`src/rtl/alarm_beeper.sv`:
```
// alarm_beeper: Wishbone-controlled gate that passes a PWM tone to a buzzer
// in timed on/off beep bursts, with completion interrupt.
module alarm_beeper #(
    parameter int CW = 16,
    parameter int NW = 8
) (
    input  logic        wb_clk_i,
    input  logic        wb_rst_i,
    input  logic        wb_cyc_i,
    input  logic        wb_stb_i,
    input  logic        wb_we_i,
    input  logic [31:0] wb_adr_i,
    input  logic [31:0] wb_dat_i,
    output logic [31:0] wb_dat_o,
    output logic        wb_ack_o,
    output logic        wb_err_o,
    output logic        wb_inta_o,
    input  logic        pwm_i,
    output logic        buzzer_o
);
    typedef enum logic [1:0] {IDLE, ON, OFF} state_t;
    state_t state;
    logic en, cont, inte, irq;
    logic [CW-1:0] on_time, off_time, cnt;
    logic [NW-1:0] count, rem;
    logic [1:0] sync;
    logic req, wr, last, beep_end, unused;

    assign req = wb_cyc_i & wb_stb_i & ~wb_ack_o;
    assign wr = req & wb_we_i;
    assign wb_err_o = 1'b0;
    assign wb_inta_o = irq & inte;
    assign unused = ^{wb_adr_i, wb_dat_i};
    assign last = cnt <= CW'(1);
    // a beep ends after its OFF phase, or straight after ON when OFF_TIME is zero
    assign beep_end = last && (state == OFF || (state == ON && off_time == '0));

    always_comb
        wb_dat_o = wb_adr_i[3:2] == 2'd0 ? {27'd0, state != IDLE, irq, inte, cont, en} :
                   wb_adr_i[3:2] == 2'd1 ? 32'(on_time) :
                   wb_adr_i[3:2] == 2'd2 ? 32'(off_time) :
                   32'(state == IDLE ? count : rem);

    always_ff @(posedge wb_clk_i or posedge wb_rst_i)
        if (wb_rst_i) begin
            sync <= '0;
            wb_ack_o <= 1'b0;
        end else begin
            sync <= {sync[0], pwm_i};
            wb_ack_o <= req;
        end

    // FSM assignments follow the bus write so an interrupt set beats a same-cycle clear
    always_ff @(posedge wb_clk_i or posedge wb_rst_i)
        if (wb_rst_i) begin
            state <= IDLE;
            en <= 1'b0;
            cont <= 1'b0;
            inte <= 1'b0;
            irq <= 1'b0;
            on_time <= '0;
            off_time <= '0;
            count <= '0;
            cnt <= '0;
            rem <= '0;
            buzzer_o <= 1'b0;
        end else begin
            if (wr)
                case (wb_adr_i[3:2])
                    2'd0: begin
                        en <= wb_dat_i[0];
                        cont <= wb_dat_i[1];
                        inte <= wb_dat_i[2];
                        if (wb_dat_i[3]) irq <= 1'b0;
                    end
                    2'd1: on_time <= wb_dat_i[CW-1:0];
                    2'd2: off_time <= wb_dat_i[CW-1:0];
                    default: count <= wb_dat_i[NW-1:0];
                endcase
            buzzer_o <= 1'b0;
            if (state != IDLE && !en)
                state <= IDLE;
            else if (beep_end) begin
                if (rem > NW'(1) || cont) begin
                    state <= ON;
                    cnt <= on_time;
                    rem <= rem > NW'(1) ? rem - 1'b1 : count;
                    buzzer_o <= sync[1];
                end else begin
                    state <= IDLE;
                    en <= 1'b0;
                    irq <= 1'b1;
                end
            end else if (state == ON && last) begin
                state <= OFF;
                cnt <= off_time;
            end else if (state != IDLE) begin
                cnt <= cnt - 1'b1;
                buzzer_o <= state == ON ? sync[1] : 1'b0;
            end else if (en && on_time != '0 && count != '0) begin
                state <= ON;
                cnt <= on_time;
                rem <= count;
                buzzer_o <= sync[1];
            end else if (en) begin
                en <= 1'b0;
                irq <= 1'b1;
            end
        end
endmodule

```
`config.mk`:
```
export PLATFORM = sky130hd
export DESIGN_NAME = alarm_beeper
export DESIGN_NICKNAME = d
export VERILOG_FILES = /design/src/rtl/alarm_beeper.sv
export SDC_FILE = /design/constraint.sdc
export NUM_CORES = 1
export LEC_CHECK = 0
export ABC_AREA = 1
export CAP_MARGIN = 5
export CORE_MARGIN = 3
export CORE_UTILIZATION = 50
export DETAILED_ROUTE_END_ITERATION = 10
export PLACE_DENSITY_LB_ADDON = 0.05
export SYNTH_ARGS = -nofsm -noshare
export SYNTH_HDL_FRONTEND = slang
export SYNTH_SLANG_ARGS = --single-unit
export TNS_END_PERCENT = 50
```
`constraint.sdc`:
```
create_clock -name wb_clk_i -period 2.5 [get_ports wb_clk_i]
set_input_delay 0.5 -clock wb_clk_i [delete_from_list [all_inputs] [get_ports wb_clk_i]]
set_output_delay 0.5 -clock wb_clk_i [all_outputs]
set_load 0.005 [all_outputs]
```
==> results of run 1 <==
power by group through the flow:
| stage | registers, mW | clock network [mW] | logic [mW] |
|---|---|---|---|
| finish | 1.97 | 1.14 | 3.30 |
| global route | 2.02 | 1.22 | 3.71 |
| CTS | 1.95 | 1.17 | 3.25 |
| detailed placement | 1.97 | 0 | 3.20 |
| global placement | 1.97 | 0 | 3.15 |
| floorplan | 1.83 | 0 | 2.49 |
logic make-up after synthesis:
| family | after synthesis |
|---|---|
| and+or+nand+nor | 411 |
| buffers and inverters | 139 |
| AOI/OAI and AO/OA | 122 |
| DFF | 74 |
| xor gates and xnor gates | 5 |
| adders and majority gates | 4 |
| other | 1 |
layout by cell type (no fill, tap or decap), types with 5 or more instances in the layout:
master / Yosys / routed
dlymetal6s2s_1: 0 / 5
conb_1: 1 / 17
dlygate4sd2_1: 0 / 5
nand2_4: 5 / 5
nor2_4: 6 / 9
nand2_1: 238 / 238
o21ai_1: 16 / 19
dfrtp_1: 74 / 74
clkbuf_8: 0 / 9
clkdlybuf4s50_1: 0 / 31
inv_1: 91 / 86
inv_2: 6 / 11
o21ai_0: 72 / 69
nor2_2: 7 / 6
nand3b_1: 6 / 6
o22ai_1: 7 / 5
nor2_1: 67 / 65
a21oi_1: 18 / 17
nand3_1: 62 / 62
buf_4: 17 / 30
routing by layer:
layer  up-vias  GRT usage, %  wire (um)
li1       2487             -          -
met1      2244          38.9       6690
met2       201          38.5       6260
met3        20          4.39       1060
met4         0          7.49        203
met5         -             0          0
critical path: cells and delay by family:
kind                   cells  cell delay (ps)
AOI/OAI and AO/OA          1              140
buffers and inverters      5             1200
and+or+nand+nor            1              120
final timing paths:
path                                     end  slack [ps]
worst max-delay path            wb_dat_o[12]          40
worst min-delay path                 sync[1]         370
worst max register to register           irq         280
worst min register to register       sync[1]         370
max in group asynchronous               inte        1450
min in group asynchronous        off_time[3]         430
registers in the layout, indices dropped and copies added (netlist names), 2 cells and up:
signal / count
sync: 2
count: 8
rem: 8
off_time: 16
cnt: 16
on_time: 16
state: 2
cell type report:
class                      count  area (sq um)
tap                          133           166
multi-input combinational    559          2750
timing repair buffer          74           684
clock buffer                   9           124
clock inverter                 6           115
sequential                    74          1850
inverter                      97           364
fill                         927          3810
Yosys cell counts (all sizes together), types with 2 or more instances:
master	instances
a21oi	18
buf	33
clkbuf	9
dfrtp	74
ha	4
inv	97
nand2	247
nand3	68
nand3b	6
nand4	6
nor2	83
o2111ai	2
o211ai	4
o21ai	88
o22ai	7
xor2	4
what timing repair did:
action                     CTS  global route
pin swaps                    2             5
gates resized for setup     21            10
buffers inserted             3             3
gates cloned                 0             0
setup endpoints to repair   16            12
==> flow_summary.toml, run 1 <==
[outcome]
status = "complete, no violations"

[pwr]
netSwitchingPower_mw = 2.96
p_comb_share_pct = 51.4
totalPowerFinal_mw = 6.41
p_int_mw = 3.45
irDropWorstVdd_mv = 0.619
power_frac_clock_pct = 17.9
pwr-share-seq_pct = 30.7
powerDensity_nw_per_um2 = 1060
swShare_pct = 46.2
p_leak_nw = 3.16

[die]
floorplan.initialDensity_pct = 51.9
row_count = 36
fp.dieArea_sq_um = 11500
fp.dieH_um = 107
ios = 106
core_area_sq_um = 9860
die_w_um = 107

[synth]
yosysTopAreaCell = "dfrtp_1"
synth-xor-area-share_pct = 0.855
ys_async_sr_fraction_pct = 100
ys_seq_area_share_pct = 36.2
synth_top_family_by_area = "simple AND/OR/NAND/NOR gates"
synth_seq_cells = 74
muxShareOfSynthArea_pct = 0
synth.distinct_cells = 36
yosys.area_share.simple_pct = 37.1
ys_top_cells_by_area = "dfrtp_1, nand2_1, o21ai_0, inv_1, nand3_1"
synth_compound_area_share_pct = 12.6
synth_area_sq_um = 5120
yosys_warnings = 0
ys.flop_type = "dfrtp_1"
synthAdderAreaFrac_pct = 0.977
yosysTopAreaCellShare_pct = 36.2
syn_area_per_cell_sq_um = 6.78
synth_edf_count = 0
synthCells = 756

[worst_setup_path]
cp_slowest_cell = "clkdlybuf4s50_1"
arrival_ps = 1960
critPathRequiredTime_ps = 2000
rr_worst_depth = 12
crit_top_cell = "buf_4"
cp-end-kind = "output port"
crit_chain = "dlygate4sd2_1 > buf_4 > nor2_4 > inv_2 > buf_4 > o22ai_1 > clkdlybuf4s50_1"
crit_path_start = "wb_adr_i[3]"
critPathMaxStageDelay_ps = 540
r2r-start = "cnt[0]"
start_kind = "input port"
path_max_fanout = 7
crit_type = "in -> out"

[global_route]
grt_max_degree = 33
grt_pass1_vias = 4433
grt_pass1_wl_um = 23300
grt_use_total_pct = 26.0
antenna_found_initial = 0
overflow = 0

[drt]
drc_errors = 0
initialDrtViolationCount = 392
wire_per_inst_um = 14.9
vias = 4952
routed_wl_um = 14200
avgViaCountPerCell = 5.20
ant_nets = 0
dr.pass1.iters = 6

[timing]
whs_ps = 368
slew_headroom_pct = 64.6
hold_violations = 0
fin_crit_ps = 2460
worst_pin_slew_ps = 530
fin_ws_ps = 42.0
finClkSkew_ps = 8.77
fin_crit_sh_pct = 98.3
setup_viol = 0
slew_viol_final = 0
setup_tns_ps = 0
rsz0062_at_grt = "false"
fmax_mhz = 407

[place]
io_buffers = 42
pre_cts_ws_ps = -347
hpwlAfterDp_um = 11100
placed_area_sq_um = 5710
dp.cells = 931
gp_congestion = 0.920

[clock_network]
clock-sinks = 74
clk_path_buf_depth = 2
holdBufCountCts = 0
cts-root-buf = "clkbuf_8"
cts_buffers = 9
cts_tree = "done"
cts_htree_levels = 3
clk_pin_slew_ps = 70
clk_latency_ps = 370

[min_path]
hold_depth = 0
worstHoldStart = "sync[0]"
min_path_type = "reg -> reg"

[layout]
final_nets = 889
postLayoutCoreUtil_pct = 61.4
areaGrowthSynthToFinish_pct = 18.2
final_area_sq_um = 6050
drive_gt1_share_pct = 12.2
antenna_cells = 0
final_cells = 952

[job]
cap_viol_max_count = 0
Note: power is estimated with default switching activity, not from simulation.
==> run 2: changes to the inputs <==
- CELL_PAD_IN_SITES_DETAIL_PLACEMENT: unset -> 0
- CELL_PAD_IN_SITES_GLOBAL_PLACEMENT: unset -> 1
- CORE_UTILIZATION: 50 -> 37
==> flow_summary.toml, run 2 (synthesis gave the netlist of run 1 again) <==
[layout]
layout_commonest_cell = "nand2_1"
reg_top3 = "cnt x16, off_time x16, on_time x16"
antenna_cells = 0
areaGrowthSynthToFinish_pct = 19.5
seq_area_sq_um = 1850
nFillCells = 1470
layout_common_cells = "nand2_1, inv_1, dfrtp_1"
multi_input_area_sq_um = 2720
drive_gt1_share_pct = 11.5
final_nets = 886

[clock_network]
clk_pin_slew_ps = 60
cts_tree = "done"
cts_htree_levels = 3
holdBufCountCts = 0
cts-root-buf = "clkbuf_16"
clk_latency_ps = 350
clk_path_buf_depth = 2
clock-sinks = 74
cts_buffers = 9

[worst_setup_path]
arrival_ps = 1960
critPathRequiredTime_ps = 2000
cp-end-kind = "output port"
start_kind = "input port"
path_max_fanout = 8
crit_chain = "dlygate4sd2_1 > inv_2 > nor2_4 > clkinvlp_4 > buf_4 > o21ai_1 > clkdlybuf4s50_1"
critPathMaxStageDelay_ps = 530
crit_type = "in -> out"
cp_slowest_cell = "clkdlybuf4s50_1"

[global_route]
grt_use_total_pct = 21.9
grt_pass1_wl_um = 25400
overflow = 0
grt_max_degree = 75
grt_pass1_vias = 4610
antenna_found_initial = 0

[timing]
slew_viol_final = 0
rsz0062_at_grt = "true"
setup_viol = 0
slew_headroom_pct = 63.5
setup_tns_ps = 0
fmax_mhz = 407
finClkSkew_ps = 4.66
fin_crit_ps = 2460
worst_pin_slew_ps = 546
fin_crit_sh_pct = 98.3
hold_violations = 0

[die]
row_count = 42
core_area_sq_um = 13400
die_w_um = 124
floorplan.initialDensity_pct = 38.2
ios = 106
fp.dieArea_sq_um = 15300
fp.dieH_um = 124

[place]
hpwlAfterDp_um = 12000
gp_congestion = 0.878
io_buffers = 42

[pwr]
totalPowerFinal_mw = 6.63
powerDensity_nw_per_um2 = 1080
irDropWorstVdd_mv = 0.513
p_leak_nw = 3.20

[job]
cap_viol_max_count = 0

[drt]
initialDrtViolationCount = 357
avgViaCountPerCell = 4.89
routed_wl_um = 15900
vias = 4859
dr.pass1.iters = 5
wire_per_inst_um = 16.0
drc_errors = 0
ant_nets = 0

[min_path]
min_path_type = "reg -> reg"

[outcome]
status = "complete, no violations"
## run 2: changes by cell type in the layout (fill, tap and decap cells not counted), moves of 3 or more
cell	previous run	this run
clkbuf_8	9	1
clkbuf_16	0	9
clkinvlp_4	1	4
clkdlybuf4s50_1	31	27
buf_4	30	26
## run 2: worst max-delay path: cells and delay by family
kind,cells,cell delay (ps)
AOI/OAI and AO/OA,1,170
buffers and inverters,5,1130
and+or+nand+nor,1,150
## run 2: final cells by class
cell class	instances	share of cell area [%]
inverters	97	5.99
flip-flops and latches	74	30.3
repair buffers	70	10.6
well taps	176	3.60
repair inverters	1	0.123
clock inverters	5	1.00
multi-input cells	559	44.4
clock buffers	11	3.97
## run 2: timing repair
action                     CTS  global route
resized for setup           23            12
setup endpoints to repair   16            19
setup buffers                3             0
pin swaps                    3             1
cloned                       1             0
## run 2: worst paths after layout
path | from | end | slack, ps | cells past startpoint
setup / recovery | wb_adr_i[3] | wb_dat_o[14] | 40 | 7
hold / removal | sync[0] | sync[1] | 360 | 0
setup reg to reg | rem[0] | cnt[3] | 270 | 10
hold reg to reg | sync[0] | sync[1] | 360 | 0
max in group asynchronous | wb_rst_i | state[1] | 1600 | 3
min in group asynchronous | wb_rst_i | off_time[9] | 560 | 3
## run 2: through the flow
step / util (%) / setup slack [ps] / hold slack [ps] / instances / instance area [sq um]
6_report: 45.7 / 42.1 / 356 / 993 / 6120
5_1_grt: 45.7 / -9.93 / 369 / 993 / 6120
4_1_cts: 45.5 / 13.6 / 365 / 993 / 6100
2_1_floorplan: - / 118 / 331 / 772 / 5180
3_5_place_dp: 43.0 / -335 / 342 / 973 / 5760
3_3_place_gp: 43.0 / -318 / 350 / 973 / 5760
## run 2: report_power, final
group | total (mW) | internal (mW) | switching [mW]
clock network | 1.35 | 0.804 | 0.548
logic | 3.29 | 1.19 | 2.10
registers | 1.99 | 1.54 | 0.452
## run 2: routing by layer
metal  part of all wire, %  vias to the layer above  track usage (%)  routed length (um)
met4                  0.99                        0             4.78                 158
met3                   4.5                       11             3.41                 714
met2                    43                      111             32.3                6850
li1                      -                     2478                -                   -
met1                    51                     2259             33.6                8160
met5                     0                        -                0                   0
==> run 3: changes to the inputs <==
- CORE_MARGIN: 3 -> unset
- SLEW_MARGIN: unset -> 30
==> flow_summary.toml, run 3 (synthesis gave the netlist of run 1 again) <==
[outcome]
status = "complete, but fails checks"
violations = "negative setup slack"

[timing]
hold_violations = 0
fin_crit_sh_pct = 100
finClkSkew_ps = 7.93
slew_viol_final = 0
setup_viol = 1
fmax_mhz = 399
fin_ws_ps = -3.72
worst_pin_slew_ps = 541
slew_headroom_pct = 63.9
rsz0062_at_grt = "true"
fin_crit_ps = 2500

[clock_network]
clk_latency_ps = 350
clk_path_buf_depth = 2
cts_tree = "done"
cts_htree_levels = 3
clock-sinks = 74
cts-root-buf = "clkbuf_16"
holdBufCountCts = 0
cts_buffers = 9
clk_pin_slew_ps = 60

[drt]
dr.pass1.iters = 5
drc_errors = 0
wire_per_inst_um = 15.8
ant_nets = 0
avgViaCountPerCell = 4.91
vias = 4921
initialDrtViolationCount = 404
routed_wl_um = 15900

[worst_setup_path]
rr_worst_depth = 10
start_kind = "input port"
cp-end-kind = "output port"
path_max_fanout = 5
arrival_ps = 2000
crit_type = "in -> out"
r2r_slack_ps = 240
critPathRequiredTime_ps = 2000

[min_path]
hold_depth = 0
min_path_type = "reg -> reg"

[pwr]
power_frac_clock_pct = 21.2
pwr-share-seq_pct = 29.2
p_leak_nw = 3.25
netSwitchingPower_mw = 3.14
totalPowerFinal_mw = 6.79
p_comb_share_pct = 49.6
irDropWorstVdd_mv = 0.515
p_int_mw = 3.65
swShare_pct = 46.3
powerDensity_nw_per_um2 = 1090

[die]
fp.dieArea_sq_um = 14300
floorplan.initialDensity_pct = 38.4
core_area_sq_um = 13300
row_count = 42
die_w_um = 120
fp.dieH_um = 120
ios = 106

[place]
hpwlAfterDp_um = 11800
io_buffers = 42
dp.cells = 974
gp_congestion = 0.916

[layout]
postLayoutCoreUtil_pct = 46.6
nFillCells = 1430
multi_input_area_sq_um = 2740
layout_common_cells = "nand2_1, inv_1, dfrtp_1"
antenna_cells = 0
drive_gt1_share_pct = 13.2
layout_commonest_cell = "nand2_1"
seq_area_sq_um = 1850
final_nets = 895
areaGrowthSynthToFinish_pct = 21.4
final_cells = 1002
reg_top3 = "cnt x16, off_time x16, on_time x16"

[global_route]
grt_use_total_pct = 23.4
grt_max_degree = 75
overflow = 0
grt_pass1_vias = 4661
grt_pass1_wl_um = 25400
antenna_found_initial = 0

[job]
cap_viol_max_count = 0
run 3: area by class of cell:
type / instances / area share [%]
clock buffer: 9 / 3.62
clock inverter: 7 / 1.63
inverter: 97 / 5.86
multi-input combinational: 559 / 44.1
sequential: 74 / 29.8
tap: 176 / 3.54
timing repair buffer: 79 / 11.3
timing repair inverter: 1 / 0.121
run 3: worst max-delay path, cell delays in order:
cell and delay, ps:
dlygate4sd2_1 240, inv_2 60, nor2_4 180, inv_2 100, buf_4 140, o21ai_1 130, o21ai_1 80, nand2_1 80
clkdlybuf4s50_1 490
run 3: power by group through the flow:
stage          combinational (mW)  sequential, mW  clock, mW
2_1_floorplan                2.49            1.83          0
3_3_place_gp                 3.22            1.98          0
3_5_place_dp                 3.25            1.98          0
4_1_cts                      3.34            1.97       1.48
5_1_grt                      3.81            2.03       1.51
6_report                     3.36            1.98       1.44
run 3: repair_timing:
action                                 CTS  global route
endpoints found under the hold margin    0             0
resized for setup                       31            14
setup endpoints to repair               16            11
cloned                                   1             0
pin swaps                                1             0
setup buffers                            9             2
run 3: final timing paths:
check | from | end
hold reg to reg | sync[0] | sync[1]
setup reg to reg | rem[0] | cnt[5]
setup / recovery | wb_adr_i[3] | wb_dat_o[3]
hold / removal | sync[0] | sync[1]
max in group asynchronous | wb_rst_i | cnt[10]
min in group asynchronous | wb_rst_i | on_time[9]
run 3: stage by stage:
| step | hold slack [ps] | cell area, sq um | TNS (ps) | setup slack, ps |
|---|---|---|---|---|
| after floorplan | 331 | 5180 | 0 | 118 |
| after global placement | 347 | 5770 | -6430 | -489 |
| after detailed placement | 346 | 5770 | -6360 | -486 |
| after CTS | 380 | 6200 | 0 | 5.59 |
| after global routing | 393 | 6220 | -208 | -151 |
| final | 367 | 6220 | -3.72 | -3.72 |
run 3: metal layers:
layer | up-vias | part of all wire [%] | track usage [%] | wire (um)
li1 | 2496 | - | - | -
met1 | 2253 | 50 | 34.3 | 7980
met2 | 156 | 42 | 34.7 | 6720
met3 | 16 | 6.0 | 5.23 | 956
met4 | 0 | 1.3 | 5.47 | 203
met5 | - | 0 | 0 | 0
